**config.mk**
```make
export PLATFORM = sky130hd
export DESIGN_NAME = keypad_scan_debounce
export DESIGN_NICKNAME = d
export VERILOG_FILES = /design/src/rtl/kbd_pkg.sv /design/src/rtl/kbd_tick_gen.sv /design/src/rtl/keypad_scan_debounce.sv
export SDC_FILE = /design/constraint.sdc
export NUM_CORES = 1
export LEC_CHECK = 0
export ABC_AREA = 1
export CAP_MARGIN = 20
export CORE_MARGIN = 1.5
export CORE_UTILIZATION = 45
export DETAILED_ROUTE_END_ITERATION = 6
export GPL_ROUTABILITY_DRIVEN = 0
export PLACE_DENSITY = 0.66
export SYNTH_ARGS = -nofsm -noshare
export SYNTH_HDL_FRONTEND = slang
export SYNTH_HIERARCHICAL = 1
export SYNTH_SLANG_ARGS = --single-unit
```
**constraint.sdc**
```tcl
create_clock -name clk -period 2 [get_ports clk]
set_input_delay 0.5 -clock clk [delete_from_list [all_inputs] [get_ports clk]]
set_output_delay 0.5 -clock clk [all_outputs]
set_load 0.01 [all_outputs]
```
**src/rtl/kbd_pkg.sv**
```systemverilog
// Shared state type, key codes and the (row,col) -> code map
// for the 4x4 keypad scanner.
package kbd_pkg;

    typedef enum logic [1:0] {
        SCAN,
        DEBOUNCE,
        HELD
    } kbd_state_t;

    localparam logic [3:0] KEY_A    = 4'hA;
    localparam logic [3:0] KEY_B    = 4'hB;
    localparam logic [3:0] KEY_C    = 4'hC;
    localparam logic [3:0] KEY_D    = 4'hD;
    localparam logic [3:0] KEY_E    = 4'hE;
    localparam logic [3:0] KEY_F    = 4'hF;
    localparam logic [3:0] KEY_STAR = 4'hE;
    localparam logic [3:0] KEY_HASH = 4'hF;

    function automatic logic [3:0] key_map(input logic [1:0] row, input logic [1:0] col);
        logic [3:0] code;
        case ({row, col})
            4'b00_00: code = 4'h1;
            4'b00_01: code = 4'h2;
            4'b00_10: code = 4'h3;
            4'b00_11: code = KEY_A;
            4'b01_00: code = 4'h4;
            4'b01_01: code = 4'h5;
            4'b01_10: code = 4'h6;
            4'b01_11: code = KEY_B;
            4'b10_00: code = 4'h7;
            4'b10_01: code = 4'h8;
            4'b10_10: code = 4'h9;
            4'b10_11: code = KEY_C;
            4'b11_00: code = KEY_STAR;
            4'b11_01: code = 4'h0;
            4'b11_10: code = KEY_HASH;
            default:  code = KEY_D;
        endcase
        return code;
    endfunction

endpackage

```
**src/rtl/kbd_tick_gen.sv**
```systemverilog
// Row-dwell timer: free-running 0..ROW_DWELL-1 counter that
// flags the last cycle of each dwell period.
module kbd_tick_gen #(
    parameter int unsigned ROW_DWELL = 27000
) (
    input  logic clk,
    input  logic rst,
    output logic tick
);

    localparam int unsigned W = $clog2(ROW_DWELL);
    localparam logic [W-1:0] LAST = W'(ROW_DWELL - 1);

    logic [W-1:0] count;

    always_ff @(posedge clk) begin
        if (rst) begin
            count <= '0;
        end else if (count == LAST) begin
            count <= '0;
        end else begin
            count <= count + W'(1);
        end
    end

    assign tick = (count == LAST);

endmodule

```
**src/rtl/keypad_scan_debounce.sv**
```systemverilog
// 4x4 matrix keypad scanner with per-key debounce; one key_valid
// pulse per accepted press, key_held until the release is accepted.
module keypad_scan_debounce #(
    parameter int unsigned ROW_DWELL    = 27000,
    parameter int unsigned STABLE_SCANS = 20
) (
    input  logic       clk,
    input  logic       rst,
    output logic [3:0] filas,
    input  logic [3:0] columnas,
    output logic [3:0] key_value,
    output logic       key_valid,
    output logic       key_held
);

    import kbd_pkg::*;

    localparam int unsigned CW = $clog2(STABLE_SCANS + 1);
    localparam logic [CW-1:0] STABLE = CW'(STABLE_SCANS);

    logic [3:0]  col_m;
    logic [3:0]  col_s;
    logic        tick;
    kbd_state_t  state;
    logic [1:0]  row;
    logic [1:0]  col;
    logic [1:0]  low_col;
    logic        col_bit;
    logic [CW-1:0] cnt;
    logic [CW-1:0] rel_cnt;

    kbd_tick_gen #(
        .ROW_DWELL(ROW_DWELL)
    ) u_tick (
        .clk (clk),
        .rst (rst),
        .tick(tick)
    );

    // Columns idle high (pull-ups), so the synchronizer resets to all ones.
    always_ff @(posedge clk) begin
        if (rst) begin
            col_m <= '1;
            col_s <= '1;
        end else begin
            col_m <= columnas;
            col_s <= col_m;
        end
    end

    always_comb begin
        low_col = 2'd3;
        if (!col_s[0]) begin
            low_col = 2'd0;
        end else if (!col_s[1]) begin
            low_col = 2'd1;
        end else if (!col_s[2]) begin
            low_col = 2'd2;
        end
    end

    assign col_bit = col_s[col];
    assign filas   = ~(4'b0001 << row);

    always_ff @(posedge clk) begin
        if (rst) begin
            state     <= SCAN;
            row       <= '0;
            col       <= '0;
            cnt       <= '0;
            rel_cnt   <= '0;
            key_value <= '0;
            key_valid <= 1'b0;
            key_held  <= 1'b0;
        end else begin
            key_valid <= 1'b0;
            if (tick) begin
                case (state)
                    SCAN: begin
                        if (col_s == 4'hF) begin
                            row <= row + 2'd1;
                        end else begin
                            col   <= low_col;
                            cnt   <= CW'(1);
                            state <= DEBOUNCE;
                        end
                    end
                    DEBOUNCE: begin
                        if (!col_bit) begin
                            if (cnt + CW'(1) == STABLE) begin
                                key_value <= key_map(row, col);
                                key_valid <= 1'b1;
                                key_held  <= 1'b1;
                                cnt       <= '0;
                                rel_cnt   <= '0;
                                state     <= HELD;
                            end else begin
                                cnt <= cnt + CW'(1);
                            end
                        end else begin
                            cnt   <= '0;
                            row   <= row + 2'd1;
                            state <= SCAN;
                        end
                    end
                    HELD: begin
                        if (col_bit) begin
                            if (rel_cnt + CW'(1) == STABLE) begin
                                key_held <= 1'b0;
                                rel_cnt  <= '0;
                                row      <= row + 2'd1;
                                state    <= SCAN;
                            end else begin
                                rel_cnt <= rel_cnt + CW'(1);
                            end
                        end else begin
                            rel_cnt <= '0;
                        end
                    end
                    default: state <= SCAN;
                endcase
            end
        end
    end

endmodule
```
==> After elaboration in Yosys (flattened, before gate mapping) <==
Memory sizes are Yosys's and may differ from the RTL's. A register that Yosys moved wholly into a read port is not among the register bits.
Cells that the tools add are included.
{ "op_classes": {"shifts": 1, "magnitude_cmp": 1, "mux": 31, "add_sub_neg": 4, "eq_ne": 14, "n_bitwise": 5, "reduce_logical": 13} }
{ "op_table": {"columns": ["operator", "count"], "rows": [
  ["$mux W5", 7],
  ["$mux W2", 11],
  ["$pmux W5 S2", 2],
  ["$add A15 B1 Y15 const B", 1],
  ["$eq A15 B15 Y1 const B", 1],
  ["$ne A2 B2 Y1 const B", 7],
  ["$pmux W2 S3", 2],
  ["$reduce_and A6 Y1", 2],
  ["$add A5 B1 Y5 const B", 2],
  ["$eq A5 B5 Y1 const B", 2],
  ["$reduce_and A4 Y1", 2],
  ["$mux W1", 7],
  ["$reduce_and A3 Y1", 2],
  ["$reduce_and A5 Y1", 1],
  ["$eq A4 B4 Y1 const B", 1],
  ["$not A1 Y1", 4],
  ["$not A4 Y4", 1],
  ["$reduce_bool A2 Y1", 2],
  ["$reduce_or A4 Y1", 1],
  ["$shl A1 B2 Y4 const A", 1],
  ["$lt A2 B3 Y1 const B", 1],
  ["$ne A3 B3 Y1 const B", 1],
  ["$reduce_bool A3 Y1", 1],
  ["$add A2 B1 Y2 const B", 1],
  ["6 further kinds", 6]
]} }
{ "word_totals": {"mem_count": 1, "ff_bits": 41, "mem_bits_ro": 64, "elab_cells": 80} }
{ "mem_list": {"columns": ["name", "depth", "word_bits", "rd", "rd_clocked_by_memory_dff", "wr", "line", "text"], "rows": [
  ["(name not given)", 16, 4, 1, 1, 0, "kbd_pkg.sv:22", "case ({row, col})"]
]} }

==> Logic depth before layout (Yosys ltp) <==
Gate-level depths: netlist (run 1).
{ "logic_depth": {"word_depth": 5, "depth_mapped": 13} }

==> By module <==
The synthesis (run 1) kept the hierarchy.
{ "by_module_without_submodules": {"columns": ["mod", "cells_per_inst", "n_inst", "seq_area_each_um2", "area_per_inst_um2"], "rows": [
  ["keypad_scan_debounce", 238, 1, 600.6, 1682.9],
  ["kbd_tick_gen", 137, 1, 300.3, 877.1]
]} }

==> Least setup slack after synthesis (run 1) <==
No wires, ideal clock.
{ "synth_path": {"path_type": "reg2reg", "startpoint": "register u_tick.count[0]", "endpoint": "register state[0]", "path_buffers": 1, "synth_period_minus_slack_ns": 1.860, "slack_ns": 0.140, "t_required_ns": 1.887, "t_arrival_ns": 1.747, "stages_incl_launch_ff": 12, "path_cell_list": "dfxtp_1 > ha_1 > nand2_1 > inv_1 > nand2_1 > nor3_1 > buf_2 > nand4_1 > o21ai_4 > nand2_1 > nor2_1 > nor2_1"} }
{ "synth_via": {"elab_chain_cells": 2} }
{ "synth_lines": {"columns": ["element", "line", "text"], "rows": [
  ["start: declaration", "kbd_tick_gen.sv:14", "logic [W-1:0] count;"],
  ["start signal: assignment", "kbd_tick_gen.sv:22", "count <= count + W'(1);"],
  ["$eq A15 B15 Y1", "kbd_tick_gen.sv:26", "assign tick = (count == LAST);"],
  ["named net tick", "keypad_scan_debounce.sv:23", "logic tick;"],
  ["$reduce_and A5 Y1 (no source line)", null, null],
  ["end signal: assignment", "keypad_scan_debounce.sv:67", "state <= SCAN;"],
  ["end signal: assignment", "keypad_scan_debounce.sv:85", "state <= DEBOUNCE;"],
  ["end signal: assignment", "keypad_scan_debounce.sv:96", "state <= HELD;"],
  ["end: declaration", "keypad_scan_debounce.sv:24", "kbd_state_t state;"]
]} }
The timed path passes the listed nets, and every way through them passes these cells.
A chain may end at the register's enable or synchronous reset.

==> Worst setup path in the final report (run 1) <==
{ "layout_path": {"startpoint": "register u_tick.count[0]", "endpoint": "register row[1]"} }
{ "layout_via": {"elab_chain_cells": 2} }
{ "layout_lines": {"columns": ["element", "line", "text"], "rows": [
  ["$eq A15 B15 Y1", "kbd_tick_gen.sv:26", null],
  ["named net tick", "keypad_scan_debounce.sv:23", null],
  ["$reduce_and A6 Y1 (no source line)", null, null],
  ["end signal: assignment", "keypad_scan_debounce.sv:81", "row <= row + 2'd1;"],
  ["end signal: assignment", "keypad_scan_debounce.sv:102", "row <= row + 2'd1;"],
  ["end signal: assignment", "keypad_scan_debounce.sv:111", "row <= row + 2'd1;"],
  ["end: declaration", "keypad_scan_debounce.sv:25", "logic [1:0] row;"]
]} }
The timed path passes the listed nets, and every way through them passes these cells.

==> results of run 1 <==
[area by class of cell]
type | instances | area (µm²) | area share [%]
timing repair buffer | 27 | 239.0 | 7.935
tap | 72 | 90.09 | 2.991
clock buffer | 5 | 68.82 | 2.285
multi-input combinational | 271 | 1443 | 47.90
sequential | 45 | 903.4 | 30.00
inverter | 53 | 198.9 | 6.606
clock inverter | 3 | 68.82 | 2.285
[cell families (layout without fill, tap and decap cells)]
logic type | after synthesis | in the layout | synth area share (%)
and+or+nand+nor | 211 | 211 | 37.29
buffers and inverters | 59 | 88 | 9.237
DFF | 45 | 45 | 35.19
AOI/OAI and AO/OA | 39 | 39 | 8.895
adders and majority gates | 15 | 15 | 7.331
xor gates and xnor gates | 6 | 6 | 2.053
[registers in the layout, indices dropped and copies added, names as in the netlist]
signal and count:
state 2, col_m 4, u_tick/count 15, row 2
col 2, key_value 4, col_s 4, key_valid 1
cnt 5, rel_cnt 5, key_held 1
[cells in the final DEF, fill, tap and decap left out, types with 5 or more instances in the layout]
cell             Yosys  final
or2_2                8      8
o21ai_0              6      6
nor2_2               5      7
nand3_1             25     25
ha_1                15     14
clkdlybuf4s50_1      0     11
nand2_2              7      7
clkbuf_8             0      5
a21oi_1             15     15
inv_2                5      5
nor2_1              66     64
nor3_1               6      5
nand2_1             78     78
buf_4                1     12
inv_1               48     48
nand4_1              9      9
o21ai_1              8      8
dfxtp_1             45     43
[power groups by stage]
stage | Combinational [W] | Clock (W) | Sequential, W
after global routing | 0.0000935 | 0.000903 | 0.000916
after detailed placement | 0.0000831 | 0 | 0.000935
final | 0.0000828 | 0.000842 | 0.000914
after CTS | 0.0000832 | 0.000865 | 0.000914
after global placement | 0.0000822 | 0 | 0.000934
after floorplan | 0.0000508 | 0 | 0.000936
[worst paths after layout]
path                                  to  cells after the start
worst min register to register  col_s[2]                      1
worst min-delay path            col_s[2]                      1
worst max register to register    row[1]                     12
worst max-delay path              row[1]                     12
[worst max-delay path: cells and delay by family (launching register included)]
family | cells | cell delay, ps
compound gates | 1 | 190
fa+ha+maj | 1 | 200
flops | 1 | 350
simple gates | 7 | 650
buf+inv | 3 | 400
[per-stage QoR]
step                cell area [µm²]  setup WS (ps)  TNS, ps
finish                         3012          118.5        0
CTS                            2967          1.976        0
global route                   3012         -30.07   -55.80
global placement               2830          151.3        0
floorplan                      2560          140.4        0
detailed placement             2830          52.77        0
[what timing repair did]
item / CTS / global route
resized for setup: 5 / 6
setup buffers: 0 / 3
setup endpoints to repair: 4 / 11
pin swaps: 0 / 2
[metal layers]
layer	vias to the layer above	GRT usage [%]	routed length [µm]
li1	1240	-	-
met3	12	3.488	127
met2	34	34.70	2638
met5	-	0	0
met4	0	8.214	104
met1	1048	19.87	2322
==> run metrics, run 1 <==
Crit Path Class=flop to flop; CTS tree=built; site row count=27; f_max=about 530 MHz; placed insts=~470; final non-filler cell total=476; DPL Wire Length=~4000 µm; Mapped Cells=roughly 380; Starting DRT DRC Count=87; yosys warns=6; clk_lat worst skew=310 ps; Slew Limit Fails=0; Post-Syn Area=2560 µm²; TritonCTS buffer count=5; top-count cell post-synth=nand2_1; top post-synthesis cells by count=nand2_1 (78), nor2_1 (66), inv_1 (48); Hold Violations, Final=0; hold_sp=col_m[2]; HP Class=flop to flop; Synth top area share=35.19%; Comb pwr share=4.5%; Int Pwr=0.001448 W; Tot Pwr=0.001838 W; R2R Setup Slk=120 ps; Clock Skews=12.79 ps; Worst-Margin Slew=293.5 ps; syn nets=between 300 and 400; Seq/Total Area, Yosys=35.19%; WHS=414.4 ps; drt pass-1 iters=4; relative max-transition margin=between 80 and 90%; Filler cells=549; root buf cell=clkbuf_8; GRT overflow=0; DRT antenna net count=0; slowest stage cell, crit path=dfxtp_1; Max FO, Critical Path=7; clock power share=45.8%; layout cell share with drive strength beyond 1=14.60%; I/O Buffers=15; switching pwr=between 0.0003 and 0.0004 W; leakage=roughly 1.3 nW; Core Region=5507 µm²; area leader, netlist=dfxtp_1; Max-cap violations=0; WL per Instance=10.91 µm; status=complete, no violations; maximum number of pins on one net before global-route repair=18; CTS max path bufs=2; synthesized area per cell=6.827 µm²; Layout Nets=424; vias post-DR=2334; most used cell, CP=nand2_1; Peak VDD IR=516.7 µV; first-pass GRT wire length=9052 µm; area delta synth->final=17.64%; initial core utilization=46.49%; sequential share of power=49.7%; post-layout min period=~1900 ps; number of diodes=0; Critical Path AT=~2100 ps; chip width=78.43 µm; Sink Count=45; final setup violation count=0; post-layout util=54.69%; DRC=0; worst setup path start=u_tick/count[0]; initial antenna violation count=0; Sw Ratio=21.22%; Die Ht=78.43 µm; Area contributors post-synth=dfxtp_1 (35%), nand2_1 (11%), nor2_1 (9.7%), ha_1 (7.3%), inv_1 (7.0%); crit-path max cell delay=approximately 350 ps; drt total wl=5193 µm; Post-synth ARST share=0%; Clock transition at path regs=100 ps; number of global-route vias before repair=about 2100; die area=6150 µm²; Critical Path End Type=flop; Worst setup SP type=flop; Worst EP required=approximately 2200 ps; IO Count=16; Period Utilization, post-route=94.08%; Cell variety after synth=33; H-tree lvl count=2; EDFF count, synth=0; cells along the critical path=ha_2, nand2_1, inv_1, nand2_1, nor3_2, buf_4, nand4_1, o21ai_4, buf_4, nand3_1, nand2_1, nor2_1; pwr dens=610.4 nW/µm²; reg2reg start=u_tick/count[0]; #FFs+latches synth=45; Top FF cell, synth=dfxtp_1; overall global routing resource usage=18.46%; # hold bufs at CTS=0; Via density=4.903
Power figures use the tool's default switching activity.
==> run 2, diff against run 1 <==
CORE_UTILIZATION = 39   (was 45)
PLACE_DENSITY = unset   (was 0.66)
==> run 2 against run 1 <==
  * Clock skew rose by 4.1 ps
  * Sequential power barely moved
  * Wire length rose by 1.8%
  * Final cell count rose by 0.84%
  * Highest routed layer unchanged
  * Largest power group unchanged
  * Maximum frequency rose by 2.1%
  * Utilization fell by 7.9 points
  * Worst setup slack improved by 38 ps
==> run metrics, run 2 (same netlist as run 1, synthesis figures left out) <==
status=complete, no violations; Die Ht=between 80 and 90 µm; Via density=4.788; Worst EP required=2200 ps; site row count=29; HP Class=flop to flop; initial antenna violation count=0; first-pass GRT wire length=9459 µm; Crit Path Class=flop to flop; pwr dens=535.1 nW/µm²; chip width=approximately 84 µm; Layout Nets=~420; Peak VDD IR=269.1 µV; Clock Skews=16.94 ps; Area after DPL=2829 µm²; Int Pwr=0.001197 W; commonest non-fill, non-tap cell in the layout=nand2_1; DRC=0; f_max=approximately 540 MHz; biggest regs=u_tick/count x15, cnt x5, rel_cnt x5; most frequent cells in the layout=nand2_1 (77), nor2_1 (65), inv_1 (48), dfxtp_1 (39), nand3_1 (25); overall global routing resource usage=16.33%; Critical Path AT=2040 ps; switching pwr=approximately 0.00039 W; H-tree lvl count=2; TritonCTS buffer count=5; Period Utilization, post-route=between 90 and 100%; R2R Setup Slk=160 ps; CTS tree=built; crit-path max cell delay=400 ps; dpl ws=between 50 and 60 ps; maximum number of pins on one net before global-route repair=18; design area=2970 µm²; Critical Path End Type=flop; Max-cap violations=0; root buf cell=clkbuf_8; die area=7059 µm²; Slew Limit Fails=0; Clock transition at path regs=90 ps; DPL Wire Length=4126 µm; initial core utilization=40.32%; cells along the critical path=nand2_2, inv_1, nand4_1, nor3_2, buf_4, nand4_1, o21ai_4, buf_6, nand3_1, nand2_1, nor2_1; Starting DRT DRC Count=between 80 and 90; most used cell, CP=nand4_1; Final WS setup=~160 ps; Comb pwr share=5.1%; Hold Violations, Final=0; relative max-transition margin=66.93%; vias post-DR=2298; layout cell share with drive strength beyond 1=~15%; WHS=416.1 ps; I/O Buffers=15; cell family with most CP delay=simple AND/OR/NAND/NOR gates; final setup violation count=0; number of diodes=0; CTS max path bufs=2; most flop-heavy register=u_tick/count; Core Region=6350 µm²; leakage=1.279 nW; post-layout min period=between 1500 and 2000 ps; drt total wl=roughly 5300 µm; number of global-route vias before repair=approximately 2200; max FFs per register=15; IO Count=16; DRT antenna net count=0; Tot Pwr=between 0.0015 and 0.002 W; Worst-Margin Slew=495.5 ps; drt pass-1 iters=4; clock power share=37.4%; clk_lat worst skew=slightly above 300 ps; Max FO, Critical Path=7; WL per Instance=11.02 µm; Sw Ratio=24.68%; area delta synth->final=16.03%; slowest stage cell, crit path=dfxtp_1; sequential share of power=between 50% and 60%; Worst Path Buf+Inv=3; GRT overflow=0; Worst setup SP type=flop; Sink Count=45
run 2: cell types whose count changed in the layout (fill, tap and decap cells not counted), sizes merged:
cell	before	now
bufinv	2	0
inv	54	55
buf	12	11
clkinvlp	0	1
run 2: final timing paths:
kind	start	endpoint	cells past startpoint
max	u_tick/count[4]	row[0]	11
min	col_m[1]	col_s[1]	1
max reg2reg	u_tick/count[4]	row[0]	11
min reg2reg	col_m[1]	col_s[1]	1
run 2: stage by stage:
step	utilization (%)	setup TNS [ps]	cells
global route	46.78	-69.14	480
CTS	46.05	0	477
floorplan	-	0	375
finish	46.78	0	480
global placement	44.55	0	469
detailed placement	44.55	0	469
run 2: cell type report:
class / count / area [µm²]
Clock buffer: 5 / 68.82
Clock inverter: 3 / 25.02
Fill cell: 669 / 3379
Inverter: 53 / 198.9
Multi-Input combinational cell: 271 / 1435
Sequential cell: 45 / 910.9
Tap cell: 77 / 96.34
Timing Repair Buffer: 26 / 235.2
run 2: power groups by stage:
stage	clock network, W	registers (W)	logic (W)
6_report	0.000594	0.000914	0.0000811
5_1_grt	0.000666	0.000916	0.0000907
4_1_cts	0.000621	0.000913	0.0000817
3_5_place_dp	0	0.000935	0.0000816
3_3_place_gp	0	0.000935	0.0000801
2_1_floorplan	0	0.000936	0.0000508
run 2: metal layers:
layer	track usage (%)	vias up	part of all wire, %
met5	0	-	0
met4	6.259	0	1.9
met3	3.462	10	2.4
met2	29.96	27	51
met1	18.25	1027	44
li1	-	1234	-
run 2: what timing repair did:
item                                    4_1_cts  5_1_grt
hold endpoints to repair                      0        0
hold buffers                                  0        0
pin swaps                                     0        3
gates resized for setup                       6       10
setup buffers                                 0        3
endpoints found under the setup margin        4       10
cloned                                        0        0
